### config.mk
export PLATFORM = sky130hd
export DESIGN_NAME = alu_multicycle
export DESIGN_NICKNAME = d
export VERILOG_FILES = /design/src/rtl/alu_multicycle.sv
export SDC_FILE = /design/constraint.sdc
export NUM_CORES = 2
export LEC_CHECK = 0
export ABC_AREA = 1
export CORE_MARGIN = 3
export CORE_UTILIZATION = 28
export DETAILED_ROUTE_END_ITERATION = 7
export HOLD_SLACK_MARGIN = 0.03
export RECOVER_POWER = 50
export SLEW_MARGIN = 25
export SYNTH_ARGS = -nofsm -noshare
export SYNTH_HDL_FRONTEND = slang
export SYNTH_SLANG_ARGS = --single-unit
### constraint.sdc
create_clock -name clk -period 9.5 [get_ports clk]
set_clock_uncertainty 0.05 [all_clocks]
set_input_delay 1.9 -clock clk [delete_from_list [all_inputs] [get_ports clk]]
set_output_delay 1.9 -clock clk [all_outputs]
set_load 0.02 [all_outputs]
### src/rtl/alu_multicycle.sv
// Multi-cycle MIPS-style ALU: single-cycle logic/arith/shift ops plus
// iterative shift-add multiply and restoring divide into HI/LO.
module alu_multicycle #(
    parameter int WIDTH = 32,
    parameter int SHW   = $clog2(WIDTH)
) (
    input  logic             clk,
    input  logic             rst_n,
    input  logic             in_valid,
    output logic             in_ready,
    input  logic [WIDTH-1:0] a,
    input  logic [WIDTH-1:0] b,
    input  logic [SHW-1:0]   shamt,
    input  logic [4:0]       sel,
    output logic             out_valid,
    input  logic             out_ready,
    output logic [WIDTH-1:0] y,
    output logic             zero,
    output logic             div_by_zero
);

    localparam logic [4:0] OP_AND  = 5'b00000;
    localparam logic [4:0] OP_OR   = 5'b00001;
    localparam logic [4:0] OP_ADD  = 5'b00010;
    localparam logic [4:0] OP_XOR  = 5'b00100;
    localparam logic [4:0] OP_NOR  = 5'b00101;
    localparam logic [4:0] OP_SUB  = 5'b00110;
    localparam logic [4:0] OP_SLT  = 5'b00111;
    localparam logic [4:0] OP_SLL  = 5'b01000;
    localparam logic [4:0] OP_SRL  = 5'b01001;
    localparam logic [4:0] OP_SRA  = 5'b01010;
    localparam logic [4:0] OP_SLTU = 5'b01011;
    localparam logic [4:0] OP_MFHI = 5'b10100;
    localparam logic [4:0] OP_MFLO = 5'b10101;

    localparam logic [SHW-1:0] LAST = SHW'(WIDTH - 1);

    typedef enum logic [1:0] {
        IDLE,
        MUL,
        DIV,
        DONE
    } state_t;

    state_t             state_q, state_d;
    logic [SHW-1:0]     cnt_q, cnt_d;
    logic [2*WIDTH-1:0] p_q, p_d;
    logic [WIDTH-1:0]   m_q, m_d;
    logic [WIDTH-1:0]   a_q, a_d;
    logic [WIDTH-1:0]   hi_q, hi_d;
    logic [WIDTH-1:0]   lo_q, lo_d;
    logic [WIDTH-1:0]   y_q, y_d;
    logic               sa_q, sa_d;
    logic               sb_q, sb_d;
    logic               bz_q, bz_d;
    logic               dbz_q, dbz_d;

    logic               is_long;
    logic               neg_a, neg_b;
    logic [WIDTH-1:0]   mag_a, mag_b;
    logic [WIDTH-1:0]   alu_res;
    logic [WIDTH:0]     mul_sum;
    logic [WIDTH:0]     rem_sh;
    logic [WIDTH-1:0]   rem_sub;
    logic [2*WIDTH-1:0] mul_nxt, div_nxt, prod_fix;
    logic [WIDTH-1:0]   quo_fix, rem_fix;

    // MULT/MULTU/DIV/DIVU are 100xx; bit 0 clear means signed
    assign is_long = (sel[4:2] == 3'b100);
    assign neg_a   = ~sel[0] & a[WIDTH-1];
    assign neg_b   = ~sel[0] & b[WIDTH-1];
    assign mag_a   = neg_a ? -a : a;
    assign mag_b   = neg_b ? -b : b;

    assign in_ready    = (state_q == IDLE);
    assign out_valid   = (state_q == DONE);
    assign y           = y_q;
    assign zero        = ~|y_q;
    assign div_by_zero = dbz_q;

    // Single-cycle result decode
    always_comb begin
        alu_res = '0;
        case (sel)
            OP_AND:  alu_res = a & b;
            OP_OR:   alu_res = a | b;
            OP_XOR:  alu_res = a ^ b;
            OP_NOR:  alu_res = ~(a | b);
            OP_ADD:  alu_res = a + b;
            OP_SUB:  alu_res = a - b;
            OP_SLT:  alu_res = {{(WIDTH-1){1'b0}}, $signed(a) < $signed(b)};
            OP_SLTU: alu_res = {{(WIDTH-1){1'b0}}, a < b};
            OP_SLL:  alu_res = b << shamt;
            OP_SRL:  alu_res = b >> shamt;
            OP_SRA:  alu_res = $signed(b) >>> shamt;
            OP_MFHI: alu_res = hi_q;
            OP_MFLO: alu_res = lo_q;
            default: alu_res = '0;
        endcase
    end

    // One multiply/divide iteration and the final sign fix-up
    always_comb begin
        mul_sum  = {1'b0, p_q[2*WIDTH-1:WIDTH]} + {1'b0, m_q};
        mul_nxt  = p_q[0] ? {mul_sum, p_q[WIDTH-1:1]}
                          : {1'b0, p_q[2*WIDTH-1:1]};
        rem_sh   = p_q[2*WIDTH-1:WIDTH-1];
        rem_sub  = rem_sh[WIDTH-1:0] - m_q;
        div_nxt  = (rem_sh >= {1'b0, m_q})
                 ? {rem_sub, p_q[WIDTH-2:0], 1'b1}
                 : {p_q[2*WIDTH-2:0], 1'b0};
        prod_fix = (sa_q ^ sb_q) ? -mul_nxt : mul_nxt;
        quo_fix  = (sa_q ^ sb_q) ? -div_nxt[WIDTH-1:0]
                                 : div_nxt[WIDTH-1:0];
        rem_fix  = sa_q ? -div_nxt[2*WIDTH-1:WIDTH]
                        : div_nxt[2*WIDTH-1:WIDTH];
    end

    // Next-state and datapath register updates
    always_comb begin
        state_d = state_q;
        cnt_d   = cnt_q;
        p_d     = p_q;
        m_d     = m_q;
        a_d     = a_q;
        hi_d    = hi_q;
        lo_d    = lo_q;
        y_d     = y_q;
        sa_d    = sa_q;
        sb_d    = sb_q;
        bz_d    = bz_q;
        dbz_d   = dbz_q;
        unique case (state_q)
            IDLE: begin
                if (in_valid) begin
                    if (is_long) begin
                        state_d = sel[1] ? DIV : MUL;
                        cnt_d   = '0;
                        p_d     = {{WIDTH{1'b0}}, mag_a};
                        m_d     = mag_b;
                        a_d     = a;
                        sa_d    = neg_a;
                        sb_d    = neg_b;
                        bz_d    = (b == '0);
                    end else begin
                        state_d = DONE;
                        y_d     = alu_res;
                    end
                end
            end
            MUL: begin
                p_d   = mul_nxt;
                cnt_d = cnt_q + SHW'(1);
                if (cnt_q == LAST) begin
                    state_d = DONE;
                    hi_d    = prod_fix[2*WIDTH-1:WIDTH];
                    lo_d    = prod_fix[WIDTH-1:0];
                    y_d     = prod_fix[WIDTH-1:0];
                end
            end
            DIV: begin
                p_d   = div_nxt;
                cnt_d = cnt_q + SHW'(1);
                if (cnt_q == LAST) begin
                    state_d = DONE;
                    dbz_d   = bz_q;
                    hi_d    = bz_q ? a_q : rem_fix;
                    lo_d    = bz_q ? '1 : quo_fix;
                    y_d     = bz_q ? '1 : quo_fix;
                end
            end
            DONE: begin
                if (out_ready) begin
                    state_d = IDLE;
                    dbz_d   = 1'b0;
                end
            end
            default: state_d = IDLE;
        endcase
    end

    // State and datapath registers
    always_ff @(posedge clk or negedge rst_n) begin
        if (!rst_n) begin
            state_q <= IDLE;
            cnt_q   <= '0;
            p_q     <= '0;
            m_q     <= '0;
            a_q     <= '0;
            hi_q    <= '0;
            lo_q    <= '0;
            y_q     <= '0;
            sa_q    <= 1'b0;
            sb_q    <= 1'b0;
            bz_q    <= 1'b0;
            dbz_q   <= 1'b0;
        end else begin
            state_q <= state_d;
            cnt_q   <= cnt_d;
            p_q     <= p_d;
            m_q     <= m_d;
            a_q     <= a_d;
            hi_q    <= hi_d;
            lo_q    <= lo_d;
            y_q     <= y_d;
            sa_q    <= sa_d;
            sb_q    <= sb_d;
            bz_q    <= bz_d;
            dbz_q   <= dbz_d;
        end
    end

endmodule

## Word-level counts from Yosys, hierarchy flattened

Cells that the tools add are included.

| word-level totals | value |
|---|---|
| memory bits (read-only) | 0 |
| RAM bits | 0 |
| register bits after elaboration | 235 |
| logic and storage cells | 111 |
| bits of input ports | 78 |
| bits in latches | 0 |
| memories | 0 |

| cells by class | value |
|---|---|
| order comparisons | 3 |
| bitwise operators | 8 |
| mux-type cells | 34 |
| $add $sub $neg | 10 |
| multipliers | 0 |
| reduce and logical (&&, ||, !) cells | 17 |
| equality and inequality tests | 24 |
| shift operators | 3 |
| divide/modulo/power cells | 0 |

Operators with widths:

| operator | number |
|---|---|
| case mux 32 bit (13 select lines) | 1 |
| two-way mux 32 bit | 12 |
| two-way mux 64 bit | 5 |
| case mux 64 bit (3 select lines) | 1 |
| negator 32 bit | 4 |
| case mux 32 bit (2 select lines) | 2 |
| case mux 32 bit (3 select lines) | 1 |
| < comparator 32 bit | 2 |
| negator 64 bit | 1 |
| subtractor 32 bit | 2 |
| adder 32 x 32 -> 33 bit | 1 |
| greater-or-equal comparator 33 x 32 -> 1 bit | 1 |
| adder 32 bit | 1 |
| bitwise AND 32 bit | 1 |
| zero test 32 bit | 1 |
| NOT 32 bit | 1 |
| OR 32 bit | 1 |
| OR reduction 32 bit | 1 |
| left shift 32 x 5 -> 32 bit | 1 |
| right shift 32 x 5 -> 32 bit | 1 |
| >>> shifter 32 x 5 -> 32 bit | 1 |
| XOR 32 bit | 1 |
| equality test 5 x 3 -> 1 bit, second input constant | 4 |
| equality test 5 x 4 -> 1 bit, second input constant | 4 |
| 26 further kinds | 48 |

## Depth between registers and ports, before layout

| depth | value |
|---|---|
| depth after elaboration | 7 |
| depth in mapped cells | 29 |

## Least setup slack after synthesis

OpenSTA, ideal clock, no wires.

| path | value |
|---|---|
| path type | input to register |
| start point | in b[14] |
| end point | reg y_q[29], in the netlist y[29] |
| cell stages on the path | 19 |
| library setup time | 0.077 ns |
| data required time | 9.373 ns |
| data arrival time | 4.101 ns |
| path slack | 5.272 ns |
| cell sequence | clkbuf_1 -> inv_1 -> ha_1 -> clkbuf_1 -> inv_1 -> a21oi_1 -> o21ai_1 -> a21oi_1 -> nand3_1 -> a21o_1 -> nand2_1 -> nand2_1 -> nand2_1 -> nand2_1 -> a21oi_1 -> o21ai_1 -> nand3_1 -> nand2_1 -> a21oi_1 |

| between the ends | value |
|---|---|
| word-level cells in the longest chain between the ends | 5 |
| elaborated cells on any way between the ends | 9 |
| those cells by class | add/sub: 2; shift: 3; mux: 4 |

RTL lines:

| element | RTL line | text |
|---|---|---|
| start, declared | 12 | `input logic [WIDTH-1:0] b,` |
| subtractor 32 bit, or another cell as far along | 90 | `OP_SUB: alu_res = a - b;` |
| case mux 32 bit (13 select lines) * | 84 | `case (sel)` |
| two-way mux 32 bit * | 136 | `if (is_long) begin` |
| two-way mux 32 bit * | 135 | `if (in_valid) begin` |
| case mux 32 bit (3 select lines) * | 133 | `unique case (state_q)` |
| end signal, assigned | 205 | `y_q <= y_d;` |
| end, declared | 52 | `logic [WIDTH-1:0] y_q, y_d;` |

Mark *: on every way between the ends. The rest lies on a longest branch, timed or not. The select of a mux whose other input is x is not followed.
A chain may end at the register's enable or synchronous reset.

==> impl_metrics.toml <==
[min_path]
hp-start = "a_q[24]"
min_to = "a_q[24]"
hp-class = "flop to flop"
hold_depth = 2

[critical_path]
timing.rr.start = "m_q[29]"
crit_path_end_kind = "async pin"
r2r-end = "y[10]"
critical_path.max_fanout = 81
start_kind = "input port"
ff2ff_path_depth = 18
cp.arrival_ns = 6.36
rrSetupSlack_ns = 4.32
cp.required_ns = 9.38
critical_path_class = "input port to async pin"

[layout]
final_nets = 5332
syn2layout_area_growth_pct = 12.1
final_core_util_pct = 31.7
drive_above_1_share_pct = 5.16
fillers = 11900

[sta]
period_needed_ns = 6.48
rsz0062_at_grt = "false"
whs_ns = 0.433
slew_headroom_pct = -132
worst_pin_slew_ns = 3.47
final.period_utilization_pct = 68.3
hold_violations = 0
layout_setup_ws_ns = 3.02
setup_viol = 0
setup_tns_ns = 0
timing.fmax_ghz = 0.154
slew_violations = 110

[floorplan]
fp.coreArea_um2 = 105000
rows = 119
die_w_um = 332
die_y_um = 332
initial_core_util_pct = 28.3
io_pins = 114
dieArea_um2 = 110000

[logic_synthesis]
yosysUniqueCellTypes = 63
syn_nets = 5351
synth-edff-count = 0
synthSimpleGateAreaFrac_pct = 33.5
synth-seq-cells = 235
synth.area.mux_share_pct = 0.269
ys_top_cells_by_area = "dfrtp_1 20%, nand2_1 16%, o21ai_0 8.0%"
synth_xor_area_share_pct = 2.73
yosysSeqAreaShare_pct = 19.7
yosysMostFrequentCell = "nand2_1"
syn_inst = 5097
synth_top_family_by_area = "simple AND/OR/NAND/NOR gates"
netlist_area_um2 = 29800
synth_top_area_share_pct = 19.7
synth-compound-area-share_pct = 24.8
async_flop_share_pct = 100
ys.flop_type = "dfrtp_1"
postSynthAreaPerCell_um2 = 5.84
synthTopCellsByCount = "1301 x nand2_1, 618 x inv_1, 538 x nor2_1"
yosys.area.top_type = "dfrtp_1"
ys.warnings.count = 0
yosys.area_share.adder_pct = 7.49

[place]
post-place-ws_ns = 3.21
io_buffers = 113
dp_hpwl_um = 133000
gp_congestion = 1.07

[global_route]
grt_pass1_wl_um = 237000
grt_use_total_pct = 28.8
gr-total-overflow = 0
grt_pass1_vias = 33900
antenna_found_initial = 5
grt_max_degree = 108

[clocking]
h-tree-depth = 1
worst_skew_pair.late_latency_ns = 0.62
path_clk_slew_ns = 0.06
cts_setup_buffers = 0
cts.sinks = 235
cts_hold_buf = 0
cts_root_buffer = "clkbuf_16"
numCtsBuffers = 31
clockBufferDepth = 3
cts_resized = 0
cts_tree = "done"

[drt]
drt_iter0_markers = 4798
drt-total-wl_um = 166000
drc = 4
final_antenna_net_count = 0
num_vias = 36700
avgViaCountPerCell = 5.65
detail_route.wl_per_cell_um = 25.6
dr.pass1.iters = 8

[pwr]
intPower_w = 0.00466
total_power_w = 0.0121
power_frac_seq_pct = 14.5
swShare_pct = 61.4
p_clk_share_pct = 10.5
p_leak_nw = 16.2
irDropWorstVdd_uv = 330
power_frac_comb_pct = 75.0
power.density_nw_per_um2 = 362
switchingPower_w = 0.00741

[outcome]
violations = "design-rule violations, max-capacitance violations, max-slew violations"
status = "finished, violations left"

[job]
drv.max_cap_violation_count = 3
per-stage QoR:
step	instances	instance area [um^2]
2_1_floorplan	5097	29800
5_1_grt	6491	33400
6_report	6494	33400
4_1_cts	6490	33400
3_5_place_dp	6435	32300
3_3_place_gp	6435	32300
cell usage in the layout, fill, tap and decap left out, types with 75 or more instances in the layout:
cell             count
inv_1              613
nor2_1             532
o21ai_0            476
a21oi_1            461
nand3_1            290
clkdlybuf4s50_1     95
xor2_1              87
o22ai_1             75
dfrtp_1            235
nand2_1           1299
ha_1               170
flip-flops by register name (all words and copies together), names as in the netlist:
register and count:
a_q 32, bz_q 1, cnt_q 5, div_by_zero 1, hi_q 32, lo_q 32, m_q 32, p_q 64
sa_q 1, sb_q 1, state_q 2, y 32
worst max-delay path: stages:
cell      delay (ns)
clkbuf_1        1.44
buf_16          0.39
clkbuf_1        2.49
logic make-up after synthesis:
group,after synthesis
AOI/OAI and AO/OA,1310
xor gates and xnor gates,93
adders and majority gates,176
buffers and inverters,892
DFF,235
muxes,8
and+or+nand+nor,2383
how the worst max path moves through the flow:
stage | start | to | cells past startpoint
after floorplan | b[14] | y[29] | 19
after global placement | a[2] | y[9] | 12
after detailed placement | sel[1] | y[11] | 11
after CTS | sel[1] | y[11] | 11
after global routing | rst_n | y[31] | 3
final | rst_n | y[31] | 3
layer usage:
layer,up-vias,part of all wire [%],global-route usage [%]
met3,392,8.9,4.66
li1,16900,-,-
met1,17300,41,37.4
met2,2057,43,45.0
met5,-,0,0
met4,0,7.5,17.3
final cells by class:
type | instances | area, um^2 | area share (%)
Multi-Input combinational cell | 3970 | 20600 | 61.6
Tap cell | 1391 | 1740 | 5.21
Inverter | 656 | 2470 | 7.39
Antenna cell | 3 | 7.51 | 0.0225
Sequential cell | 235 | 5880 | 17.6
Clock buffer | 42 | 877 | 2.63
Clock inverter | 13 | 179 | 0.536
Timing Repair Buffer | 184 | 1670 | 5.00
power by group through the flow:
| stage | Combinational, W | Clock (W) | Sequential [W] |
|---|---|---|---|
| 6_report | 0.00906 | 0.00126 | 0.00176 |
| 4_1_cts | 0.00885 | 0.00127 | 0.00175 |
| 5_1_grt | 0.00995 | 0.00131 | 0.00178 |
| 3_5_place_dp | 0.00880 | 0 | 0.00176 |
| 2_1_floorplan | 0.00605 | 0 | 0.00165 |
| 3_3_place_gp | 0.00878 | 0 | 0.00176 |
No activity file was read; power rests on OpenSTA's default activity.
